--- config.mk ---
export PLATFORM = sky130hd
export DESIGN_NAME = gpio_event_ctrl
export DESIGN_NICKNAME = d
export VERILOG_FILES = /design/src/rtl/gpio_event_pkg.sv /design/src/rtl/gpio_event_ctrl_edge.sv /design/src/rtl/gpio_event_ctrl.sv
export SDC_FILE = /design/constraint.sdc
export NUM_CORES = 1
export LEC_CHECK = 0
export ABC_AREA = 1
export BUFFER_PORTS_ARGS = -buffer_cell sky130_fd_sc_hd__buf_2
export CAP_MARGIN = 20
export CORE_ASPECT_RATIO = 1.5
export CORE_UTILIZATION = 50
export CTS_CLUSTER_SIZE = 16
export DETAILED_ROUTE_END_ITERATION = 10
export GPL_ROUTABILITY_DRIVEN = 0
export PLACE_DENSITY = 0.69
export SKIP_LAST_GASP = 1
export SYNTH_ARGS = -nofsm -noshare
export SYNTH_HDL_FRONTEND = slang
export SYNTH_SLANG_ARGS = --single-unit
--- constraint.sdc ---
create_clock -name clk -period 2.02 [get_ports clk]
set_input_delay 0.303 -clock clk [delete_from_list [all_inputs] [get_ports clk]]
set_output_delay 0.303 -clock clk [all_outputs]
set_load 0.03 [all_outputs]
--- src/rtl/gpio_event_pkg.sv ---
// gpio_event_pkg: shared register map and types
// for the GPIO edge-event controller.
package gpio_event_pkg;

  localparam int REG_DATA_W = 32;

  typedef logic [2:0] reg_addr_t;

  localparam reg_addr_t REG_LEVEL         = 3'd0;
  localparam reg_addr_t REG_RISE_EN       = 3'd1;
  localparam reg_addr_t REG_FALL_EN       = 3'd2;
  localparam reg_addr_t REG_PENDING       = 3'd3;
  localparam reg_addr_t REG_IRQ_MASK      = 3'd4;
  localparam reg_addr_t REG_EVENT_COUNT   = 3'd5;
  localparam reg_addr_t REG_FIRST_PENDING = 3'd6;

endpackage

--- src/rtl/gpio_event_ctrl_edge.sv ---
// gpio_edge_detect: previous-sample register with a
// one-shot prime cycle after reset, plus rise/fall.
module gpio_edge_detect #(
  parameter int NUM_PINS = 16
) (
  input  logic                clk,
  input  logic                reset_n,
  input  logic [NUM_PINS-1:0] gpio_in,
  output logic [NUM_PINS-1:0] rise,
  output logic [NUM_PINS-1:0] fall
);

  logic [NUM_PINS-1:0] prev;
  logic                armed;

  // Track last sample; first cycle after reset only primes prev.
  always_ff @(posedge clk) begin
    if (!reset_n) begin
      prev  <= '0;
      armed <= 1'b0;
    end else begin
      prev  <= gpio_in;
      armed <= 1'b1;
    end
  end

  // Edges are suppressed until prev holds a real sample.
  always_comb begin
    rise = '0;
    fall = '0;
    if (armed) begin
      rise = gpio_in & ~prev;
      fall = ~gpio_in & prev;
    end
  end

endmodule

--- src/rtl/gpio_event_ctrl.sv ---
// gpio_event_ctrl: latches enabled pin edges into W1C
// pending bits, counts event cycles, drives masked irq.
module gpio_event_ctrl
  import gpio_event_pkg::*;
#(
  parameter int NUM_PINS = 16,
  parameter int COUNT_W  = 16
) (
  input  logic                  clk,
  input  logic                  reset_n,
  input  logic [NUM_PINS-1:0]   gpio_in,
  input  logic                  reg_wr_en,
  input  logic                  reg_rd_en,
  input  logic [2:0]            reg_addr,
  input  logic [REG_DATA_W-1:0] reg_wdata,
  output logic [REG_DATA_W-1:0] reg_rdata,
  output logic                  reg_rd_valid,
  output logic                  irq
);

  logic [NUM_PINS-1:0]   rise;
  logic [NUM_PINS-1:0]   fall;
  logic [NUM_PINS-1:0]   rise_en;
  logic [NUM_PINS-1:0]   fall_en;
  logic [NUM_PINS-1:0]   irq_mask;
  logic [NUM_PINS-1:0]   pending;
  logic [NUM_PINS-1:0]   pending_next;
  logic [NUM_PINS-1:0]   w1c_mask;
  logic [NUM_PINS-1:0]   event_vec;
  logic [COUNT_W-1:0]    count;
  logic [COUNT_W-1:0]    count_next;
  logic [4:0]            first_idx;
  logic [REG_DATA_W-1:0] rd_mux;
  logic [NUM_PINS-1:0]   wdata_pins;
  reg_addr_t             addr;
  logic                  any_event;
  logic                  any_pending;
  logic                  wr_rise;
  logic                  wr_fall;
  logic                  wr_pend;
  logic                  wr_mask;
  logic                  wr_count;
  logic                  unused_ok;

  assign addr       = reg_addr_t'(reg_addr);
  assign wdata_pins = reg_wdata[NUM_PINS-1:0];
  assign unused_ok  = &{1'b0, reg_wdata};

  gpio_edge_detect #(
    .NUM_PINS (NUM_PINS)
  ) u_edge (
    .clk     (clk),
    .reset_n (reset_n),
    .gpio_in (gpio_in),
    .rise    (rise),
    .fall    (fall)
  );

  // Write decode and event/pending/counter next-state.
  always_comb begin
    wr_rise    = reg_wr_en && (addr == REG_RISE_EN);
    wr_fall    = reg_wr_en && (addr == REG_FALL_EN);
    wr_pend    = reg_wr_en && (addr == REG_PENDING);
    wr_mask    = reg_wr_en && (addr == REG_IRQ_MASK);
    wr_count   = reg_wr_en && (addr == REG_EVENT_COUNT);
    w1c_mask   = wr_pend ? wdata_pins : '0;
    event_vec  = (rise & rise_en) | (fall & fall_en);
    any_event  = |event_vec;
    pending_next = (pending & ~w1c_mask) | event_vec;
    count_next = count;
    if (wr_count) begin
      count_next = any_event ? COUNT_W'(1) : '0;
    end else if (any_event && (count != '1)) begin
      count_next = count + COUNT_W'(1);
    end
  end

  // Lowest-index pending pin.
  always_comb begin
    first_idx   = '0;
    any_pending = |pending;
    for (int i = NUM_PINS - 1; i >= 0; i--) begin
      if (pending[i]) begin
        first_idx = 5'(i);
      end
    end
  end

  // Read mux over the current (pre-write) state.
  always_comb begin
    rd_mux = '0;
    unique case (addr)
      REG_LEVEL:       rd_mux = 32'(gpio_in);
      REG_RISE_EN:     rd_mux = 32'(rise_en);
      REG_FALL_EN:     rd_mux = 32'(fall_en);
      REG_PENDING:     rd_mux = 32'(pending);
      REG_IRQ_MASK:    rd_mux = 32'(irq_mask);
      REG_EVENT_COUNT: rd_mux = 32'(count);
      REG_FIRST_PENDING: begin
        if (any_pending) begin
          rd_mux     = 32'(first_idx);
          rd_mux[31] = 1'b1;
        end
      end
      default:         rd_mux = '0;
    endcase
  end

  // Configuration, pending, counter and irq state.
  always_ff @(posedge clk) begin
    if (!reset_n) begin
      rise_en  <= '0;
      fall_en  <= '0;
      irq_mask <= '0;
      pending  <= '0;
      count    <= '0;
      irq      <= 1'b0;
    end else begin
      if (wr_rise) rise_en  <= wdata_pins;
      if (wr_fall) fall_en  <= wdata_pins;
      if (wr_mask) irq_mask <= wdata_pins;
      pending <= pending_next;
      count   <= count_next;
      irq     <= |(pending & irq_mask);
    end
  end

  // Registered read port, one cycle of latency.
  always_ff @(posedge clk) begin
    if (!reset_n) begin
      reg_rdata    <= '0;
      reg_rd_valid <= 1'b0;
    end else begin
      reg_rd_valid <= reg_rd_en;
      reg_rdata    <= reg_rd_en ? rd_mux : '0;
    end
  end

endmodule

# Yosys cells after proc, flatten, opt, wreduce, memory -nomap -nowiden
# Cells that the tools add are included.
# word_totals
reg_bits,131
latch_bits,0
ram_bits,0
mem_bits_ro,0
input_bits,55
out_inout_bits,34
word_cells,66
n_memories,0
# op_classes
addsub,1
multipliers,0
n_div,0
order_cmp,0
eq_ne,7
shifts,0
n_mux,25
bitwise,11
reduce_logical,12
# ops
cell,count
32-bit case mux with 7 select lines,1
16-bit AND,6
16-bit two-way mux,5
5-bit two-way mux,15
16-bit inverter,3
16-bit OR reduction,3
32-bit two-way mux,1
16-bit OR,2
16-bit by 1-bit adder with 16-bit output (second input constant),1
16-bit inequality test (second input constant),1
3-bit == test (second input constant),3
3-bit by 2-bit == test with 1-bit output (second input constant),2
1-bit logical AND,6
4-bit two-way mux,1
3-bit by 1-bit == test with 1-bit output (second input constant),1
3-bit zero test,1
1-bit two-way mux,2
2-bit AND reduction,1
2-bit nonzero test,1

# Longest topological paths before layout
# Gate-level depths: netlist of the first run.
# depth
ltp_word,18
mapped_depth,17
mapped_depth_nobuf,17

# Cells and area by module
# A second synthesis of the first run with hierarchy kept.
# unflattened
hier_cells,778
area_unflattened_um2,5516.5
# by_module_without_submodules
mod,instances,cells_per_inst,area_each_um2,seq_area_each_um2
gpio_event_ctrl,1,660,4762.1,1981.9
gpio_edge_detect,1,118,754.5,340.3

# Worst setup path after synthesis of the first run
# No wires, ideal clock.
# synth_path
path_kind,register -> register
from,reg count[0]
to,reg count[11]
setup_time_ns,0.131
arrival_ns,1.543
t_required_ns,1.889
slack_ns,0.346
path_stages_with_launch,13
n_path_buf,0
period_less_slack_ns,1.674
cell_sequence,dfxtp_1 -> ha_1 -> nand2_1 -> nor3_2 -> nand4_1 -> nor2_1 -> nand2_1 -> nand2_4 -> inv_6 -> nor2_8 -> inv_1 -> nand2_1 -> a21oi_2
# synth_via
elab_chain_len,3
word_cells_on_any_way,6
classes_between,add/sub: 1; eq/ne: 1; mux: 2; reduce/logical: 2
# synth_rtl
element,line,source
"start, declared",gpio_event_ctrl.sv:30,logic [COUNT_W-1:0] count;
"start signal, assigned",gpio_event_ctrl.sv:123,count <= count_next;
16-bit by 1-bit adder with 16-bit output or 16-bit inequality test (tied branches),"gpio_event_ctrl.sv:74, gpio_event_ctrl.sv:73",
16-bit two-way mux or 1-bit logical AND (tied branches),gpio_event_ctrl.sv:73,end else if (any_event && (count != '1)) begin
16-bit two-way mux or 2-bit nonzero test (tied branches),-,
# Several ways; a longest one is shown, not always the timed one. The select of a mux whose other input is x is not followed.
# A chain may end at the register's enable or synchronous reset.

# Worst setup path in the final report of the first run
# layout_path
from,reg count[1]
to,reg count[11]
# Same word-level chain as after synthesis.

==> flow_results.org, run 1 <==
** Status
- The flow ran to the end, and the final reports show no timing, DRC or antenna violations.

** Global routing
- Entering global routing, the biggest net connects 39 pins.
- The first global-routing pass estimated 26000 um of wire.
- Global routing finished with a remaining overflow of 0.
- Antenna violations before repair :: 0
- Overall routing resource usage :: 30.5%
- The via count of the first global-routing pass is 5309.

** Yosys
- Portion of the post-synthesis area used by sequential elements :: 43.0%
- Synthesized instance count :: 754
- For this run, asynchronously set or reset flops after synthesis account for 0%.
- The synthesized design contains 116 register bits.
- Post-synth EDFFs :: 0
- Post-synth top flop :: sky130_fd_sc_hd__dfxtp_1
- Synthesized area divided by synthesized cell count :: 7.17 um2
- Total standard cell area after synthesis :: 5400 um2
- Count of different cell masters after synthesis :: 38
- Yosys printed 0 warnings.

** Clock network
- TritonCTS Buffers :: 17
- TritonCTS Sinks :: 116
- The clock passes through at most 2 buffers.
- CTS tree :: built
- The root buffer cell chosen for the clock tree is sky130_fd_sc_hd__clkbuf_16.
- CTS H-tree lvls :: 4
- Total of hold buffers inserted after clock tree synthesis :: 0
- Clock slew at reported path FFs :: 50 ps
- Clock latency at the later pin of the worst-skew pair :: 420 ps

** STA
- Fraction of the cycle the final worst path needs :: 92.7%
- Derived from the worst setup path, the maximum achievable clock frequency is 534 MHz.
- Setup violations remaining at the end of the flow were counted as 0.
- Hold is met by 75.3 ps.
- Final min period :: 1870 ps
- Pin slew with the least headroom to its limit :: 792 ps
- The count of final hold-check violations came to 0.
- For the final database, setup skew stands at 6.83 ps.
- Setup repair after global routing left no endpoint under its margin.
- Max-slew violation count :: 0
- Remaining max-slew budget at the tightest pin :: 47.1%
- Worst Setup Slack, final :: 147 ps
- Total Neg Setup Slack :: 0 ps

** Pwr
- Sw frac :: 26.1%
- Maximum resistive drop on vdd :: 0.687 mV
- The clock network is responsible for 49.6% of the overall power.
- Proportion of power drawn by combinational gates :: 10.1%
- Dividing total power by cell area gives a power density of 920 nW/um2.
- For this design the static power due to leakage is 2.85 nW.
- Net switching power :: 0.00156 W
- The internal power of the cells totals 0.00443 W.
- Sequential share of power :: 40.3%

** Cells and area
- Net total in the final layout :: 885
- 0 antenna diodes ended up in the layout.
- Area growth from synthesis to layout :: 20.6%
- In the final layout, the share of cells above drive strength 1 is 15.2%.

** Place
- Port buffering added 57 buffers.
- Timing analysis after detailed placement gives a worst setup slack of 76.8 ps.
- After legalization and detailed placement, the total HPWL measured 11600 um.

** Critical path
- The setup path with the least slack is of type reg -> reg.
- Maximum fanout encountered on the critical timing path :: 7
- Destination of the worst register-to-register timing path :: count[11]
- Capturing instance or port of the critical path :: count[11]
- Slowest stage cell, crit path :: sky130_fd_sc_hd__dfxtp_1
- R2R Path Start :: count[1]
- Critical path depth in cells :: 12
- Type of element launching the critical path :: register
- Tracing the worst setup path back leads to its startpoint at count[1].
- Number of cells on the worst reg-to-reg path :: 12
- Counting both buffers and inverters, the worst setup path holds a total of 2.
- Delay of the slowest cell on the worst path :: 340 ps
- Reg2Reg Setup Slack :: 150 ps
- Cells traversed along the worst timing path :: ha_1 > nand2_1 > nor3_4 > nand4_1 > nor2_1 > nand2_1 > nand2_4 > inv_6 > nor2_8 > inv_1 > nand2_1 > a21oi_2
- Data required time at the worst endpoint :: 2310 ps
- Capturing element type of the critical path :: register
- Dominant delay contributor by cell family on the critical path :: simple AND/OR/NAND/NOR gates
- Most used cell along the critical path :: sky130_fd_sc_hd__nand2_1
- STA puts the critical path data arrival time at 2160 ps.

** Floorplan
- The die is 86.9 um wide.
- For this design the top-level I/O count stands at 89.
- Height of the die :: 129 um
- The core region is 10500 um2.
- Row generation in the floorplan step produced 46 rows.
- The die covers 11200 um2.
- Starting density of the core :: 51.3%

** Detailed routing
- Summing over every cut layer, the via total after detailed routing is 5540.
- Post-detailed-route DRC marker count :: 0
- Once detail routing completed, the nets flagged for antenna violations numbered 0.
- In the final routed layout, each cell accounts on average for 16.4 um.
- After the first detailed-routing iteration, the DRC count stood at 428.
- Initial DRT Pass Iterations :: 5
- Post-Route WL :: 16200 um
- Vias per inst :: 5.62

** Hold path
- The tightest min-delay check is of the in -> reg type.

** Flow run
- Max-Cap Viols :: 0
## routing by layer
layer / track usage, % / up-vias / part of all wire (%)
met4: 15.0 / 0 / 3.4
met3: 5.22 / 50 / 6.1
met5: 0 / - / 0
met1: 35.4 / 2609 / 40
li1: - / 2650 / -
met2: 53.6 / 231 / 51
## cell usage after synthesis (12+ instances only)
cell,n,area share [%]
sky130_fd_sc_hd__a21oi_1,71,6.6
sky130_fd_sc_hd__a221oi_1,12,1.9
sky130_fd_sc_hd__buf_4,16,2.2
sky130_fd_sc_hd__clkbuf_1,19,1.3
sky130_fd_sc_hd__dfxtp_1,116,43
sky130_fd_sc_hd__inv_1,94,6.5
sky130_fd_sc_hd__nand2_1,118,8.2
sky130_fd_sc_hd__nand3_1,52,4.8
sky130_fd_sc_hd__nand4_1,14,1.6
sky130_fd_sc_hd__nor2_1,103,7.2
sky130_fd_sc_hd__o21ai_0,56,5.2
sky130_fd_sc_hd__o22ai_1,19,2.2
## worst min-delay path, stage by stage
cell and delay, ps:
sky130_fd_sc_hd__buf_2 90, sky130_fd_sc_hd__nand2_1 40, sky130_fd_sc_hd__inv_1 40
## placed cells by master (no fill, tap or decap), drive strengths merged, types with 4 or more instances in the layout
master    Yosys  layout
o22ai        19      19
o21ai        57      57
xor2          6       6
inv          98      98
nor3         10      10
a211oi        4       4
conb          1      15
clkinv        2       8
nand4        14      14
nand2       121     121
a221oi       12      12
nand3b        4       4
nand3        52      52
nor2        105     106
clkbuf       19      20
a21oi        72      72
dfxtp       116     116
clkinvlp      0       4
a41oi         6       6
buf          21      81
## timing repair
action                     4_1_cts  5_1_grt
setup endpoints to repair        0       10
setup buffers                    0        2
gates resized for setup          0        3
hold endpoints to repair         0        0
## worst min path at each step
stage,start,to,slack [ps],cells past startpoint
5_1_grt,gpio_in[0],u_edge.prev[0],90,3
3_5_place_dp,pending[7],pending[7],450,2
4_1_cts,gpio_in[0],u_edge.prev[0],70,3
6_report,gpio_in[0],u_edge.prev[0],80,3
3_3_place_gp,pending[6],pending[6],450,2
2_1_floorplan,reset_n,u_edge.armed,330,0
## power by group through the flow
stage / logic [W] / registers [W] / clock network, W
4_1_cts: 0.000577 / 0.00241 / 0.00298
6_report: 0.000606 / 0.00242 / 0.00297
3_3_place_gp: 0.000562 / 0.00246 / 0
5_1_grt: 0.000665 / 0.00242 / 0.00308
2_1_floorplan: 0.000372 / 0.00247 / 0
3_5_place_dp: 0.000573 / 0.00246 / 0
## layout make-up
cell class,count,area [um2]
multi-input combinational,513,2550
inverter,100,380
tap,144,180
sequential,116,2320
timing repair buffer,81,490
fill,990,4020
clock buffer,20,457
clock inverter,12,131
## through the flow
step | util [%] | instance area [um2] | cells | power, W
after detailed placement | 55.9 | 5890 | 951 | 0.00303
final | 61.9 | 6520 | 986 | 0.00599
after floorplan | - | 5460 | 768 | 0.00284
after global placement | 55.9 | 5890 | 951 | 0.00302
after global routing | 61.9 | 6520 | 986 | 0.00616
after CTS | 61.5 | 6480 | 983 | 0.00597
## flip-flops by register name, summed over array words and instances, names as in the netlist
register / count
reg_rd_valid: 1
u_edge.prev: 16
count: 16
irq: 1
pending: 16
irq_mask: 16
u_edge.armed: 1
reg_rdata: 17
rise_en: 16
fall_en: 16
## cell families (layout without fill, tap and decap cells)
group                      after synthesis  after routing  share of synthesized area (%)
other                                    1             15                         0.0694
buffers and inverters                  140            213                           11.1
adders and majority gates                1              1                          0.232
xor gates and xnor gates                 6              6                          0.973
DFF                                    116            116                           43.0
and+or+nand+nor                        308            309                           25.2
AOI/OAI and AO/OA                      182            182                           19.4
No activity file was read; power rests on OpenSTA's default activity.
==> inputs of run 2 (changes only) <==
--- a/config.mk
+++ b/config.mk
@@ -9,11 +9,13 @@
 export BUFFER_PORTS_ARGS = -buffer_cell sky130_fd_sc_hd__buf_2
 export CAP_MARGIN = 20
 export CORE_ASPECT_RATIO = 1.5
-export CORE_UTILIZATION = 50
+export CORE_UTILIZATION = 40
 export CTS_CLUSTER_SIZE = 16
 export DETAILED_ROUTE_END_ITERATION = 10
 export GPL_ROUTABILITY_DRIVEN = 0
-export PLACE_DENSITY = 0.69
+export MAX_ROUTING_LAYER = met4
+export PLACE_DENSITY = 0.57
+export SETUP_SLACK_MARGIN = 0.02
 export SKIP_LAST_GASP = 1
 export SYNTH_ARGS = -nofsm -noshare
 export SYNTH_HDL_FRONTEND = slang
==> run 2 against run 1 <==
Effect of this change: non-clock buffer count grew 3; worst setup slack got worse by 11 ps; total power increased by 4.2%; largest power group unchanged; critical endpoint is now count[5]; sequential power about the same; largest cell class unchanged; clock-buffer cell count did not move.
==> flow_results.org, run 2 (synthesized netlist as in run 1, its figures left out) <==
** Critical path
- Total buffers and inverters traversed by the critical path :: 2 (unchanged)
- The family with the most delay on the worst path is simple AND/OR/NAND/NOR gates (unchanged).
- The sort of element at the start of the critical path is a register (unchanged).
- Origin of the worst setup path :: u_edge.armed (was count[1])
- Slowest stage cell, crit path :: sky130_fd_sc_hd__dfxtp_1 (unchanged)
- Cells traversed along the worst timing path :: buf_12 > nand3_1 > nand3_1 > nor2_1 > nand2_2 > nand2_4 > buf_4 > nor2_1 > nand3_1 > nand2_1 > a21oi_1 (was ha_1 > nand2_1 > nor3_4 > nand4_1 > nor2_1 > nand2_1 > nand2_4 > inv_6 > nor2_8 > inv_1 > nand2_1 > a21oi_2)
- The worst flop-to-flop path endpoint is count[5] (was count[11]).
- The delay of the slowest cell on the worst path was 360 ps (was 340 ps).
- Data required time at the worst endpoint :: 2310 ps (about the same)
- Reg2Reg Setup Slack :: 140 ps (was 150 ps)
- The start of the worst register-to-register path is u_edge.armed (was count[1]).
- Worst setup path class :: reg -> reg (unchanged)
- Most used cell along the critical path :: sky130_fd_sc_hd__nand3_1 (was sky130_fd_sc_hd__nand2_1)
- Critical path arrival :: 2170 ps (was 2160 ps)
- The capture point of the worst path is count[5] (was count[11]).
- Number of cells on the worst reg-to-reg path :: 11 (was 12)
- The endpoint type of the worst setup path is a register (unchanged).
- Critical path depth in cells :: 11 (was 12)
- Maximum fanout encountered on the critical timing path :: 24 (was 7)

** STA
- The setup TNS after final layout was 0 ps (unchanged).
- The least setup slack across all paths after layout is 136 ps (was 147 ps).
- Remaining max-slew budget at the tightest pin :: 46.4% (was 47.1%)
- The actual transition at the worst max-transition pin came to 804 ps (was 792 ps).
- The setup skew after layout was 8.25 ps (was 6.83 ps).
- The total count of max-transition violations in the final report is 0 (unchanged).
- Unrepaired setup endpoints after global routing :: no (unchanged)
- Fraction of the cycle the final worst path needs :: 93.3% (was 92.7%)
- The total of endpoints with negative setup slack in the final report came to 0 (unchanged).
- The final critical delay including setup and external delays was 1880 ps (was 1870 ps).
- The highest attainable clock frequency came to 531 MHz (was 534 MHz).
- The count of final hold-check violations is 0 (unchanged).

** Clock network
- The number of buffers inserted by hold repair at cts is 0 (unchanged).
- The number of clock sinks came to 116 (unchanged).
- The number of buffers created by CTS is 17 (unchanged).
- The clock latency at the later pin of the worst-skew pair was 410 ps (was 420 ps).
- Buffer levels on the longest clock path :: 2 (unchanged)
- Clock slew at reported path FFs :: 60 ps (was 50 ps)
- CTS tree :: built (unchanged)
- Root buffer cell :: sky130_fd_sc_hd__clkbuf_16 (unchanged)
- CTS H-tree lvls :: 4 (unchanged)

** Global routing
- Sum of overflow across all layers after global routing :: 0 (unchanged)
- The maximum number of pins on one net before global-route repair is 40 (was 39).
- Overall routing resource usage :: 25.5% (was 30.5%)
- The number of antenna violations at the first check in global routing is 0 (unchanged).
- Number of global-route vias before repair :: 5280 (was 5309)
- Wire length of the first global-routing pass :: 26800 um (was 26000 um)

** Pwr
- The cell leakage power was 2.85 nW (about the same).
- Power per cell area :: 949 nW/um2 (was 920 nW/um2)
- The worst-case vdd ir drop came to 0.538 mV (was 0.687 mV).

** Cells and area
- Most frequent standard cell in the layout excluding fill and tap cells :: sky130_fd_sc_hd__nand2_1 (unchanged)
- The share of post-route cells with drive strength above 1 was 15.4% (was 15.2%).
- Net total in the final layout :: 888 (was 885)
- Commonest cells after routing, fill and taps aside :: 118 x sky130_fd_sc_hd__nand2_1, 116 x sky130_fd_sc_hd__dfxtp_1, 103 x sky130_fd_sc_hd__nor2_1 (was 118 x sky130_fd_sc_hd__nand2_1, 116 x sky130_fd_sc_hd__dfxtp_1, 101 x sky130_fd_sc_hd__nor2_1)
- Area growth from synthesis to layout :: 21.9% (was 20.6%)
- The register ranked first by flip-flop count is reg_rdata (unchanged).
- Diode count :: 0 (unchanged)
- The number of fill cells was 1278 (was 990).
- Number of flip-flops under the largest register name :: 17 (unchanged)

** Detailed routing
- Via count :: 5441 (was 5540)
- Vias per inst :: 5.42 (was 5.62)
- Antenna Violating Nets Remaining :: 0 (unchanged)
- The length of the first detailed-routing pass in iterations was 5 (unchanged).
- Average wire per cell in the routed design :: 16.7 um (was 16.4 um)
- The wire length after detailed routing came to 16800 um (was 16200 um).
- The number of DRC violations after detailed-routing iteration 0 came to 380 (was 428).
- Post-detailed-route DRC marker count :: 0 (unchanged)

** Hold path
- Min-delay worst type :: in -> reg (unchanged)

** Flow run
- Max-Cap Viols :: 0 (unchanged)

** Floorplan
- Die Area :: 14000 um2 (was 11200 um2)
- # rows :: 51 (was 46)
- Number of I/O pins :: 89 (unchanged)
- The horizontal die dimension was 96.9 um (was 86.9 um).
- Height of the die :: 144 um (was 129 um)
- Starting density of the core :: 41.3% (was 51.3%)
- Placeable core region :: 13100 um2 (was 10500 um2)

** Status
- Result of the run :: finished, final reports clean (unchanged)

** Place
- Dpl hpwl :: 12400 um (was 11600 um)
- Pre-CTS setup slack :: 134 ps (was 76.8 ps)
- The number of buffer cells added on primary ports was 57 (unchanged).
-- run 2: cell types whose count changed in the layout (fill, tap and decap cells not counted), moves of 2 or more --
cell | before | now
sky130_fd_sc_hd__clkinv_2 | 3 | 1
sky130_fd_sc_hd__nor2_1 | 101 | 103
sky130_fd_sc_hd__nor2_2 | 2 | 0
sky130_fd_sc_hd__clkinv_4 | 3 | 1
sky130_fd_sc_hd__bufinv_16 | 2 | 4
sky130_fd_sc_hd__clkinvlp_4 | 4 | 6
sky130_fd_sc_hd__buf_4 | 22 | 26
-- run 2: cell type report --
class / instances / area (um2) / share of cell area [%]
multi-input cells: 513 / 2550 / 38.7
well taps: 159 / 199 / 3.02
flip-flops and latches: 116 / 2320 / 35.3
clock inverters: 12 / 179 / 2.72
clock buffers: 20 / 457 / 6.94
repair buffers: 84 / 500 / 7.60
inverters: 100 / 380 / 5.78
-- run 2: how the worst min path moves through the flow --
stage | startpoint | endpoint | cells after the start
5_1_grt | gpio_in[5] | u_edge.prev[5] | 3
4_1_cts | gpio_in[0] | u_edge.prev[0] | 3
2_1_floorplan | reset_n | u_edge.armed | 0
3_5_place_dp | pending[7] | pending[7] | 2
6_report | gpio_in[0] | u_edge.prev[0] | 3
3_3_place_gp | pending[7] | pending[7] | 2
-- run 2: per-stage QoR --
| step | power, W | cells | cell area, um2 | util [%] | hold slack (ps) |
|---|---|---|---|---|---|
| 3_3_place_gp | 0.00304 | 969 | 5920 | 45.3 | 448 |
| 3_5_place_dp | 0.00305 | 969 | 5920 | 45.3 | 458 |
| 2_1_floorplan | 0.00284 | 768 | 5460 | - | 331 |
| 4_1_cts | 0.00626 | 1001 | 6560 | 50.1 | 77.3 |
| 5_1_grt | 0.00645 | 1004 | 6580 | 50.3 | 102 |
| 6_report | 0.00625 | 1004 | 6580 | 50.3 | 87.9 |
-- run 2: timing repair --
action                     4_1_cts  5_1_grt
resized for setup                0        1
buffers inserted                 0        2
setup endpoints to repair        0        4
-- run 2: per-layer routing --
metal / share of wire, % / routed length [um] / global-route usage (%) / up-vias
met5: 0 / 0 / - / -
met4: 3.4 / 568 / 12.9 / 0
met3: 4.6 / 767 / 5.03 / 48
met2: 50 / 8440 / 43.8 / 183
li1: - / - / - / 2655
met1: 42 / 6990 / 28.3 / 2555
-- run 2: report_power, final --
| group | leakage, nW | switching (W) | internal [W] |
|---|---|---|---|
| sequential | 0.945 | 0.0000459 | 0.00237 |
| clock | 0.290 | 0.00109 | 0.00213 |
| combinational | 1.62 | 0.000425 | 0.000189 |
| total | 2.85 | 0.00156 | 0.00469 |
-- run 2: worst register-to-register path: stages (launching register included) --
cell,delay [ps]
sky130_fd_sc_hd__dfxtp_1,360
sky130_fd_sc_hd__buf_12,190
sky130_fd_sc_hd__nand3_1,210
sky130_fd_sc_hd__nand3_1,180
sky130_fd_sc_hd__nor2_1,60
sky130_fd_sc_hd__nand2_2,110
sky130_fd_sc_hd__nand2_4,100
sky130_fd_sc_hd__buf_4,150
sky130_fd_sc_hd__nor2_1,190
sky130_fd_sc_hd__nand3_1,100
sky130_fd_sc_hd__nand2_1,70
sky130_fd_sc_hd__a21oi_1,40
